==> src/rtl/uart_tx_arbiter.sv <==
// Round-robin arbiter sharing one 8N1 UART transmitter among NUM_REQ byte producers.
// Holds start_txd/tx_data for the whole ownership and pulses done or err back to the owner.
module uart_tx_arbiter #(
    parameter int unsigned NUM_REQ        = 4,
    parameter int unsigned TIMEOUT_CYCLES = 150000,
    parameter int unsigned CNT_W          = 18
) (
    input  logic                   clk,
    input  logic                   rst,
    input  logic [NUM_REQ-1:0]     req,
    input  logic [8*NUM_REQ-1:0]   req_data,
    output logic [NUM_REQ-1:0]     gnt,
    output logic [NUM_REQ-1:0]     done,
    output logic [NUM_REQ-1:0]     err,
    output logic                   busy,
    output logic                   start_txd,
    output logic [7:0]             tx_data,
    input  logic                   end_of_txd
);

    localparam int unsigned IdxW = $clog2(NUM_REQ);
    localparam logic [IdxW:0] NumReqW = (IdxW+1)'(NUM_REQ);
    localparam logic [IdxW-1:0] LastIdx = IdxW'(NUM_REQ - 1);
    localparam logic [CNT_W-1:0] CntLast = CNT_W'(TIMEOUT_CYCLES - 1);

    typedef enum logic [1:0] {StArb, StXfer, StRelease} state_e;

    state_e              state_q, state_d;
    logic [IdxW-1:0]     owner_q, owner_d;
    logic [IdxW-1:0]     rr_ptr_q, rr_ptr_d;
    logic [NUM_REQ-1:0]  gnt_q, gnt_d;
    logic [NUM_REQ-1:0]  done_q, done_d;
    logic [NUM_REQ-1:0]  err_q, err_d;
    logic                busy_q, busy_d;
    logic                start_q, start_d;
    logic [7:0]          data_q, data_d;
    logic [CNT_W-1:0]    cnt_q, cnt_d;
    logic                eot_q;

    logic                found;
    logic [IdxW-1:0]     win;
    logic [IdxW:0]       cand;
    logic [7:0]          win_data;
    logic                eot_rise;
    logic                timeout;

    // First requesting index at or after rr_ptr, wrapping modulo NUM_REQ.
    always_comb begin
        found = 1'b0;
        win   = '0;
        cand  = '0;
        for (int i = 0; i < NUM_REQ; i++) begin
            cand = {1'b0, rr_ptr_q} + (IdxW+1)'(i);
            if (cand >= NumReqW) begin
                cand = cand - NumReqW;
            end
            if (!found && req[cand[IdxW-1:0]]) begin
                found = 1'b1;
                win   = cand[IdxW-1:0];
            end
        end
    end

    always_comb begin
        win_data = '0;
        for (int i = 0; i < NUM_REQ; i++) begin
            if (win == IdxW'(i)) begin
                win_data = req_data[8*i +: 8];
            end
        end
    end

    // A level still high from the previous frame is not a completion.
    assign eot_rise = end_of_txd & ~eot_q;
    assign timeout  = (cnt_q == CntLast);

    always_comb begin
        state_d  = state_q;
        owner_d  = owner_q;
        rr_ptr_d = rr_ptr_q;
        gnt_d    = gnt_q;
        done_d   = '0;
        err_d    = '0;
        start_d  = start_q;
        data_d   = data_q;
        cnt_d    = cnt_q;
        case (state_q)
            StArb: begin
                if (found) begin
                    state_d = StXfer;
                    owner_d = win;
                    gnt_d   = NUM_REQ'(1) << win;
                    data_d  = win_data;
                    start_d = 1'b1;
                    cnt_d   = '0;
                end
            end
            StXfer: begin
                cnt_d = cnt_q + 1'b1;
                if (eot_rise) begin
                    start_d = 1'b0;
                    done_d  = gnt_q;
                    state_d = StRelease;
                end else if (timeout) begin
                    start_d = 1'b0;
                    err_d   = gnt_q;
                    state_d = StRelease;
                end
            end
            StRelease: begin
                gnt_d    = '0;
                state_d  = StArb;
                rr_ptr_d = (owner_q == LastIdx) ? '0 : owner_q + 1'b1;
            end
            default: begin
                state_d = StArb;
                gnt_d   = '0;
                start_d = 1'b0;
            end
        endcase
        busy_d = (state_d != StArb);
    end

    always_ff @(posedge clk or posedge rst) begin
        if (rst) begin
            state_q  <= StArb;
            owner_q  <= '0;
            rr_ptr_q <= '0;
            gnt_q    <= '0;
            done_q   <= '0;
            err_q    <= '0;
            busy_q   <= 1'b0;
            start_q  <= 1'b0;
            data_q   <= '0;
            cnt_q    <= '0;
            eot_q    <= 1'b0;
        end else begin
            state_q  <= state_d;
            owner_q  <= owner_d;
            rr_ptr_q <= rr_ptr_d;
            gnt_q    <= gnt_d;
            done_q   <= done_d;
            err_q    <= err_d;
            busy_q   <= busy_d;
            start_q  <= start_d;
            data_q   <= data_d;
            cnt_q    <= cnt_d;
            eot_q    <= end_of_txd;
        end
    end

    assign gnt       = gnt_q;
    assign done      = done_q;
    assign err       = err_q;
    assign busy      = busy_q;
    assign start_txd = start_q;
    assign tx_data   = data_q;

endmodule

==> config.mk <==
export PLATFORM = sky130hd
export DESIGN_NAME = uart_tx_arbiter
export DESIGN_NICKNAME = d
export VERILOG_FILES = /design/src/rtl/uart_tx_arbiter.sv
export SDC_FILE = /design/constraint.sdc
export NUM_CORES = 1
export LEC_CHECK = 0
export CAP_MARGIN = 20
export CORE_MARGIN = 3
export CORE_UTILIZATION = 44
export DETAILED_ROUTE_END_ITERATION = 10
export GPL_ROUTABILITY_DRIVEN = 0
export PLACE_DENSITY = 0.88
export SLEW_MARGIN = 5
export SYNTH_ARGS = -nofsm -noshare
export SYNTH_HDL_FRONTEND = slang
export SYNTH_SLANG_ARGS = --single-unit
==> constraint.sdc <==
create_clock -name clk -period 1.8 [get_ports clk]
set_input_delay 0.27 -clock clk [delete_from_list [all_inputs] [get_ports clk]]
set_output_delay 0.27 -clock clk [all_outputs]
set_load 0.005 [all_outputs]
==> tab_implementation.tex, run 1 <==
\begin{tabular}{lr}
\hline
Metric & Value \\
\hline
\multicolumn{2}{l}{\textbf{Status}} \\
Status & completed \\
\multicolumn{2}{l}{\textbf{Clock tree}} \\
H-tree Lvls & 2 \\
CTS tree & done \\
Clock root buffer & clkbuf\_8 \\
Num CTS Buffers & 5 \\
CTS sink count & 47 \\
Post-CTS clock slew at the launch and capture registers of the worst setup and hold paths & $\sim$0.09 ns \\
Clk\_lat worst skew & 0.30 ns \\
Post-CTS setup buffer count & 0 \\
Max Buffers Root-to-Sink & 2 \\
\multicolumn{2}{l}{\textbf{Critical path}} \\
Type of element launching the critical path & flip-flop \\
Setup Crit Path Kind & reg -> reg \\
Endpoint required time on the critical path & 2.00 ns \\
Cell at the slowest stage of the critical path & dfrtp\_1 \\
Signal arrival time at the worst endpoint & roughly 1.9 ns \\
List of cells traversed by the critical path & nand2b\_1, and4b\_1, nor2\_2, buf\_12, mux2\_1, o221a\_1 \\
Element type at the critical path end & flip-flop \\
Biggest cell delay along the critical path & between 0.4 and 0.5 ns \\
Worst-path maximum fanout & 9 \\
\multicolumn{2}{l}{\textbf{Synth}} \\
Post-Syn Instances & $\sim$240 \\
Cell types occupying the most area after synthesis & dfrtp\_1 49\%, o21ai\_0 5.5\%, nand3\_1 4.8\%, nand2\_1 3.6\%, o221a\_1 3.3\% \\
Async set-or-reset flop fraction in the synthesized netlist & 100\% \\
Largest area contributor in the netlist & dfrtp\_1 \\
Compound-Gate Fraction of Synth Area & 15.7\% \\
Dominant synthesized flop cell & dfrtp\_1 \\
Area share of fa/ha/maj cells after synthesis & 1.05\% \\
Combined area of all synthesized cells & about 0.0024 mm² \\
Sequential cell area fraction in the yosys report & 49.4\% \\
Largest family of logic cells by synthesized area & simple AND/OR/NAND/NOR gates \\
Number of warning messages in the yosys log & 0 \\
Simple-gate share of the synthesized area & 22.9\% \\
Area share of the largest cell type after synthesis & 49.4\% \\
Synth Register Bits & 47 \\
Net Count, Synth & 282 \\
Share of cell area taken by muxes after synthesis & 6.94\% \\
Average instance area after synthesis & 9.87 µm² \\
Number of flops mapped to enable cells by yosys & 0 \\
Synthesized-area fraction occupied by xor and xnor cells & 0.736\% \\
Count of different cell masters after synthesis & 43 \\
\multicolumn{2}{l}{\textbf{STA}} \\
Setup-violating endpoint count in the final report & 0 \\
Number of hold violations in the final report & 0 \\
RSZ-0062 raised after global routing & false \\
Setup ws final & 0.0918 ns \\
Max Freq & 0.585 GHz \\
Final Max Tran Viols & 0 \\
Final critical-path share of the clock period & 94.9\% \\
Measured slew at the worst slew-check pin & between 0.3 and 0.4 ns \\
Shortest period the worst path allows & about 1.7 ns \\
Worst hold margin & 0.217 ns \\
Worst rel slew slack & between 70\% and 80\% \\
Clock skew & 0.0103 ns \\
\multicolumn{2}{l}{\textbf{Die}} \\
Die width & roughly 80 µm \\
Area enclosed by the die boundary & 0.00632 mm² \\
Number of placed I/O pins & 61 \\
Die Y & 79.5 µm \\
Initial cell density of the core & 46.0\% \\
\# rows & 26 \\
Std-Cell Core Area & 0.00517 mm² \\
\multicolumn{2}{l}{\textbf{Routing}} \\
Number of detailed-route iterations in the first pass & 5 \\
Post-detailed-route wirelength per cell & between 15 and 20 µm \\
Wire length reported by the detailed router & 6320 µm \\
Met3 layer wire length in the routed design & 283 µm \\
Initial DRC count & approximately 210 \\
DRC violations left & 0 \\
Met2 Routed Length & 3240 µm \\
ANT nets after route & 0 \\
Via-per-instance ratio & 5.71 \\
Routed met1 length & 2630 µm \\
Max layer used & met4 \\
Vias after detailed routing & 2244 \\
\multicolumn{2}{l}{\textbf{Global routing}} \\
Number of antenna violations at the first check in global routing & 0 \\
Residual overflow from global routing & 0 \\
Pin count of the biggest net entering global routing & 37 \\
Global-route wire length before repair & approximately 11000 µm \\
Tot GR Track Use & 21.5\% \\
Number of global-route vias before repair & 2286 \\
\multicolumn{2}{l}{\textbf{Final layout}} \\
Post-route cell area & 0.00339 mm² \\
Antenna cells & 0 \\
Final non-filler cell total & 393 \\
Fraction of layout cells with a size suffix above 1 & around 16\% \\
Number of nets in the layout & $\sim$360 \\
Growth of design area from synthesis to finish & 42.7\% \\
\multicolumn{2}{l}{\textbf{Power}} \\
Cell area power density & 1160 mW/mm² \\
VDD IR-drop max & 0.598 mV \\
Overall power & 3.95 mW \\
Leak & around 1.5 nW \\
\multicolumn{2}{l}{\textbf{Placed design}} \\
Total instance count after detailed placement & 385 \\
Worst setup slack before clock tree synthesis & -0.385 ns \\
Port Buffer Count & 60 \\
Total placed instance area & 0.00325 mm² \\
Dpl hpwl & 4560 µm \\
\multicolumn{2}{l}{\textbf{Run}} \\
Max Cap Violations & 0 \\
\multicolumn{2}{l}{\textbf{Worst hold path}} \\
Tightest Hold Check Type & in -> async \\
\hline
\end{tabular}
==> critical path: cells and delay by family (launching register included) <==
kind | cells | cell delay, ns
simple gates | 3 | 0.52
flops | 1 | 0.41
mux | 1 | 0.32
compound gates | 1 | 0.22
buf+inv | 1 | 0.15
==> path summary, 6_finish.rpt <==
path	startpoint	to	slack, ns	cells past startpoint
min in group clk	end_of_txd	eot_q	0.43	1
max in group asynchronous	rst	rr_ptr_q[0]	1.10	3
min reg2reg	cnt_q[17]	cnt_q[17]	0.49	1
max	rr_ptr_q[0]	tx_data[0]	0.09	6
max reg2reg	rr_ptr_q[0]	tx_data[0]	0.09	6
min	rst	cnt_q[3]	0.22	2
==> layout by cell type (no fill, tap or decap), types with 4 or more instances in the layout <==
cell type | synthesis | layout
buf_4 | 0 | 21
nand2_1 | 23 | 23
clkdlybuf4s50_1 | 0 | 56
nand2b_1 | 4 | 4
mux2_4 | 4 | 4
buf_12 | 0 | 4
mux2i_1 | 6 | 6
and2_1 | 4 | 4
clkbuf_8 | 0 | 6
o21ai_1 | 5 | 5
inv_1 | 6 | 5
o221a_1 | 7 | 7
nor2_1 | 13 | 13
a21oi_1 | 5 | 5
nand4_1 | 5 | 5
nand3_1 | 23 | 22
dfrtp_1 | 47 | 45
o21ai_0 | 26 | 26
and3_1 | 9 | 9
==> cell type report <==
cell class                 count  area (µm²)
clock buffer                   7        86.3
clock inverter                 1        8.76
fill                         367        1780
inverter                       6        22.5
multi-input combinational    177        1170
sequential                    47        1180
tap                           70        87.6
timing repair buffer          85         841
==> per-stage QoR <==
stage	setup TNS [ns]	util, %
2_1_floorplan	0	-
3_5_place_dp	-6.30	62.8
6_report	0	65.6
3_3_place_gp	-4.68	62.8
4_1_cts	0	65.2
5_1_grt	0	65.6
==> sequential cells by signal, summed over array words and instances, names as in the netlist, 2 cells and up <==
signal    cells
cnt_q        18
tx_data       8
done          4
err           4
gnt           4
owner_q       2
rr_ptr_q      2
state_q       2
==> layer usage <==
metal / vias to the layer above / GRT usage [%]
li1: 1044 / -
met2: 75 / 38.2
met4: 0 / 7.73
met5: - / 0
met1: 1106 / 25.7
met3: 19 / 4.06
==> timing repair <==
action / in CTS / in global routing
hold buffers: 0 / 0
resized for setup: 8 / 7
pin swaps: 0 / 1
endpoints found under the setup margin: 15 / 30
==> cells by family after synthesis <==
logic type               after synthesis
XOR/XNOR                               2
AO/OA/AOI/OAI                         57
AND/OR/NAND/NOR                      102
multiplexers                          14
adder cells (fa/ha/maj)                2
flip-flops                            47
buffers and inverters                 17
==> cells in the mapped netlist, types with 2 or more instances <==
library cell / number
mux2i_1: 6
a21o_1: 2
o21ai_1: 5
a22o_1: 2
nand2_1: 23
nor2_1: 13
o221a_1: 7
dfrtp_1: 47
and2_1: 4
o31ai_1: 3
nor3_1: 6
mux2_1: 3
mux2_4: 4
inv_1: 6
o21ai_0: 26
clkbuf_1: 6
ha_1: 2
and3_1: 9
nand3_1: 23
nand4_1: 5
nor2_2: 2
nor2b_1: 4
a21oi_1: 5
nand2b_1: 4
buf_2: 4
a31oi_1: 3
==> power by group <==
group	total [mW]	switching, mW	internal [mW]
Combinational	1.75	0.787	0.963
Clock	0.672	0.357	0.315
Sequential	1.53	0.233	1.30
Total	3.95	1.38	2.57
Power figures use the tool's default switching activity.
==> run 2: changes to the inputs <==
CORE_MARGIN = 2   (was 3)
==> tab_implementation.tex, run 2 (synthesized netlist as in run 1, its figures left out) <==
\begin{tabular}{lr}
\hline
Metric & Value \\
\hline
\multicolumn{2}{l}{\textbf{STA}} \\
Shortest period the worst path allows & 1.75 ns \\
Number of hold violations in the final report & 0 \\
Setup TNS & 0 ns \\
Max Freq & roughly 0.57 GHz \\
Worst rel slew slack & 76.4\% \\
Clock skew & 0.00448 ns \\
Final critical-path share of the clock period & 97.2\% \\
Setup-violating endpoint count in the final report & 0 \\
Final Max Tran Viols & 0 \\
Measured slew at the worst slew-check pin & 0.353 ns \\
\multicolumn{2}{l}{\textbf{Placed design}} \\
Port Buffer Count & 60 \\
Dpl hpwl & roughly 4600 µm \\
Total placed instance area & $\sim$0.0032 mm² \\
\multicolumn{2}{l}{\textbf{Global routing}} \\
Met1 Usage GRT & $\sim$27\% \\
Global-route wire length before repair & 10600 µm \\
Number of global-route vias before repair & 2222 \\
Global routing met3 resource utilization & $\sim$3.6\% \\
Most heavily used metal layer in global routing & met2 \\
GR Util met2 & between 30\% and 40\% \\
Pin count of the biggest net entering global routing & 48 \\
Number of antenna violations at the first check in global routing & 0 \\
Residual overflow from global routing & 0 \\
Tot GR Track Use & between 20\% and 30\% \\
\multicolumn{2}{l}{\textbf{Die}} \\
\# rows & 26 \\
Die Y & 77.5 µm \\
Initial cell density of the core & around 46\% \\
Die width & a little under 80 µm \\
Area enclosed by the die boundary & around 0.0060 mm² \\
Number of placed I/O pins & 61 \\
Std-Cell Core Area & roughly 0.0052 mm² \\
\multicolumn{2}{l}{\textbf{Final layout}} \\
Area of the multi-input gates & 0.00120 mm² \\
Layout fillers & 361 \\
Fraction of layout cells with a size suffix above 1 & just under 20\% \\
Antenna cells & 0 \\
Post-route cell area & 0.00343 mm² \\
Storage element area & 0.00118 mm² \\
Number of flip-flops under the largest register name & 18 \\
Biggest register & cnt\_q \\
Most common cell after layout, fill and taps aside & clkdlybuf4s50\_1 \\
Number of nets in the layout & around 370 \\
Growth of design area from synthesis to finish & 44.2\% \\
Highest-count cells in the layout ignoring fill and taps & 56 x clkdlybuf4s50\_1, 45 x dfrtp\_1, 26 x o21ai\_0, 26 x buf\_4, 23 x nand2\_1 \\
\multicolumn{2}{l}{\textbf{Power}} \\
Cell area power density & roughly 1200 mW/mm² \\
Combinational fraction of design power & 46.4\% \\
Net Sw Power & 1.44 mW \\
Clk network pwr share & 15.6\% \\
Switching part of the total & 35.8\% \\
Leak & roughly 1.5 nW \\
Internal Pwr Total & 2.59 mW \\
Sequential group share of total power & between 30 and 40\% \\
VDD IR-drop max & slightly above 0.6 mV \\
\multicolumn{2}{l}{\textbf{Critical path}} \\
Type of element launching the critical path & flip-flop \\
List of cells traversed by the critical path & nand2b\_4, and4b\_2, nor2\_4, buf\_6, mux2\_1, o221a\_1 \\
Cell at the slowest stage of the critical path & dfrtp\_2 \\
Biggest cell delay along the critical path & 0.43 ns \\
Element type at the critical path end & flip-flop \\
Slack of the worst reg-to-reg path & approximately 0.05 ns \\
Cell type group with the largest total delay on the critical path & simple AND/OR/NAND/NOR gates \\
Worst reg-to-reg path cell count & 6 \\
Sum of buffers and inverters on the critical path & 1 \\
Setup Crit Path Kind & reg -> reg \\
Worst r2r src & rr\_ptr\_q[0] \\
Worst-path maximum fanout & 5 \\
Worst R2R End & tx\_data[5] \\
Signal arrival time at the worst endpoint & between 1.5 and 2 ns \\
Endpoint required time on the critical path & 1.99 ns \\
\multicolumn{2}{l}{\textbf{Status}} \\
Status & completed \\
\multicolumn{2}{l}{\textbf{Clock tree}} \\
CTS sink count & 47 \\
Max Buffers Root-to-Sink & 2 \\
CTS tree & done \\
Clock root buffer & clkbuf\_8 \\
Num CTS Buffers & 5 \\
H-tree Lvls & 2 \\
Post-CTS clock slew at the launch and capture registers of the worst setup and hold paths & 0.09 ns \\
Clk\_lat worst skew & 0.30 ns \\
\multicolumn{2}{l}{\textbf{Worst hold path}} \\
Tightest Hold Check Type & in -> async \\
\multicolumn{2}{l}{\textbf{Routing}} \\
Via-per-instance ratio & around 5.6 \\
Wire length reported by the detailed router & 6370 µm \\
Number of detailed-route iterations in the first pass & 4 \\
Post-detailed-route wirelength per cell & about 16 µm \\
Vias after detailed routing & between 2000 and 2500 \\
ANT nets after route & 0 \\
Initial DRC count & 124 \\
DRC violations left & 0 \\
\multicolumn{2}{l}{\textbf{Run}} \\
Max Cap Violations & 0 \\
\hline
\end{tabular}
==> run 2: cell count changes in the layout (fill, tap and decap cells not counted), moves of 2 or more <==
cell / previous run / this run
dlymetal6s2s_1: 2 / 0
clkinv_2: 0 / 2
dlygate4sd2_1: 2 / 4
buf_12: 4 / 2
mux2_4: 4 / 6
buf_6: 0 / 2
mux2_1: 3 / 1
buf_4: 21 / 26
==> run 2: worst max-delay path by stage <==
stage,start,endpoint,slack (ns),cells past startpoint
after global routing,cnt_q[1],cnt_q[10],-0.01,7
after global placement,req[3],tx_data[7],-0.34,7
after detailed placement,req[3],tx_data[7],-0.43,7
final,rr_ptr_q[0],tx_data[5],0.05,6
after CTS,rr_ptr_q[0],tx_data[0],0.01,6
after floorplan,rr_ptr_q[0],tx_data[1],0.01,7
==> run 2: layout make-up <==
cell class,count,share of cell area [%]
timing repair buffer,90,24.9
inverter,6,0.657
tap,70,2.55
multi-input combinational,177,35.0
clock buffer,5,2.01
sequential,47,34.4
clock inverter,3,0.547
==> run 2: power groups by stage <==
stage          registers (mW)  logic [mW]  clock network (mW)
4_1_cts                  1.52        1.77               0.644
3_5_place_dp             1.53        1.69                   0
5_1_grt                  1.56        2.03               0.690
6_report                 1.53        1.87               0.630
2_1_floorplan            1.49       0.912                   0
3_3_place_gp             1.51        1.63                   0
==> run 2: tightest hold or removal path, delay by kind of cell <==
family	cells	cell delay, ns
buffers and inverters	3	0.72
==> run 2: timing repair <==
| action | CTS | global route |
|---|---|---|
| buffers inserted | 1 | 3 |
| gates resized for setup | 16 | 9 |
| setup endpoints to repair | 8 | 18 |
| pin swaps | 2 | 1 |
| hold buffers | 0 | 0 |
==> run 2: per-stage QoR <==
stage          cells  utilization (%)  total power, mW  hold WS [ns]  setup slack [ns]
6_report         398             66.3             4.03         0.311            0.0505
5_1_grt          398             66.3             4.28         0.347           -0.0108
4_1_cts          395             65.2             3.94         0.318            0.0112
3_5_place_dp     386             62.5             3.22         0.490            -0.427
3_3_place_gp     386             62.5             3.14         0.466            -0.335
2_1_floorplan    241                -             2.40         0.301            0.0142
==> run 2: routing by layer <==
| metal | vias to the layer above | share of wire (%) |
|---|---|---|
| li1 | 1049 | - |
| met1 | 1069 | 40 |
| met2 | 87 | 54 |
| met3 | 18 | 4.6 |
| met4 | 0 | 2.2 |
| met5 | - | 0 |
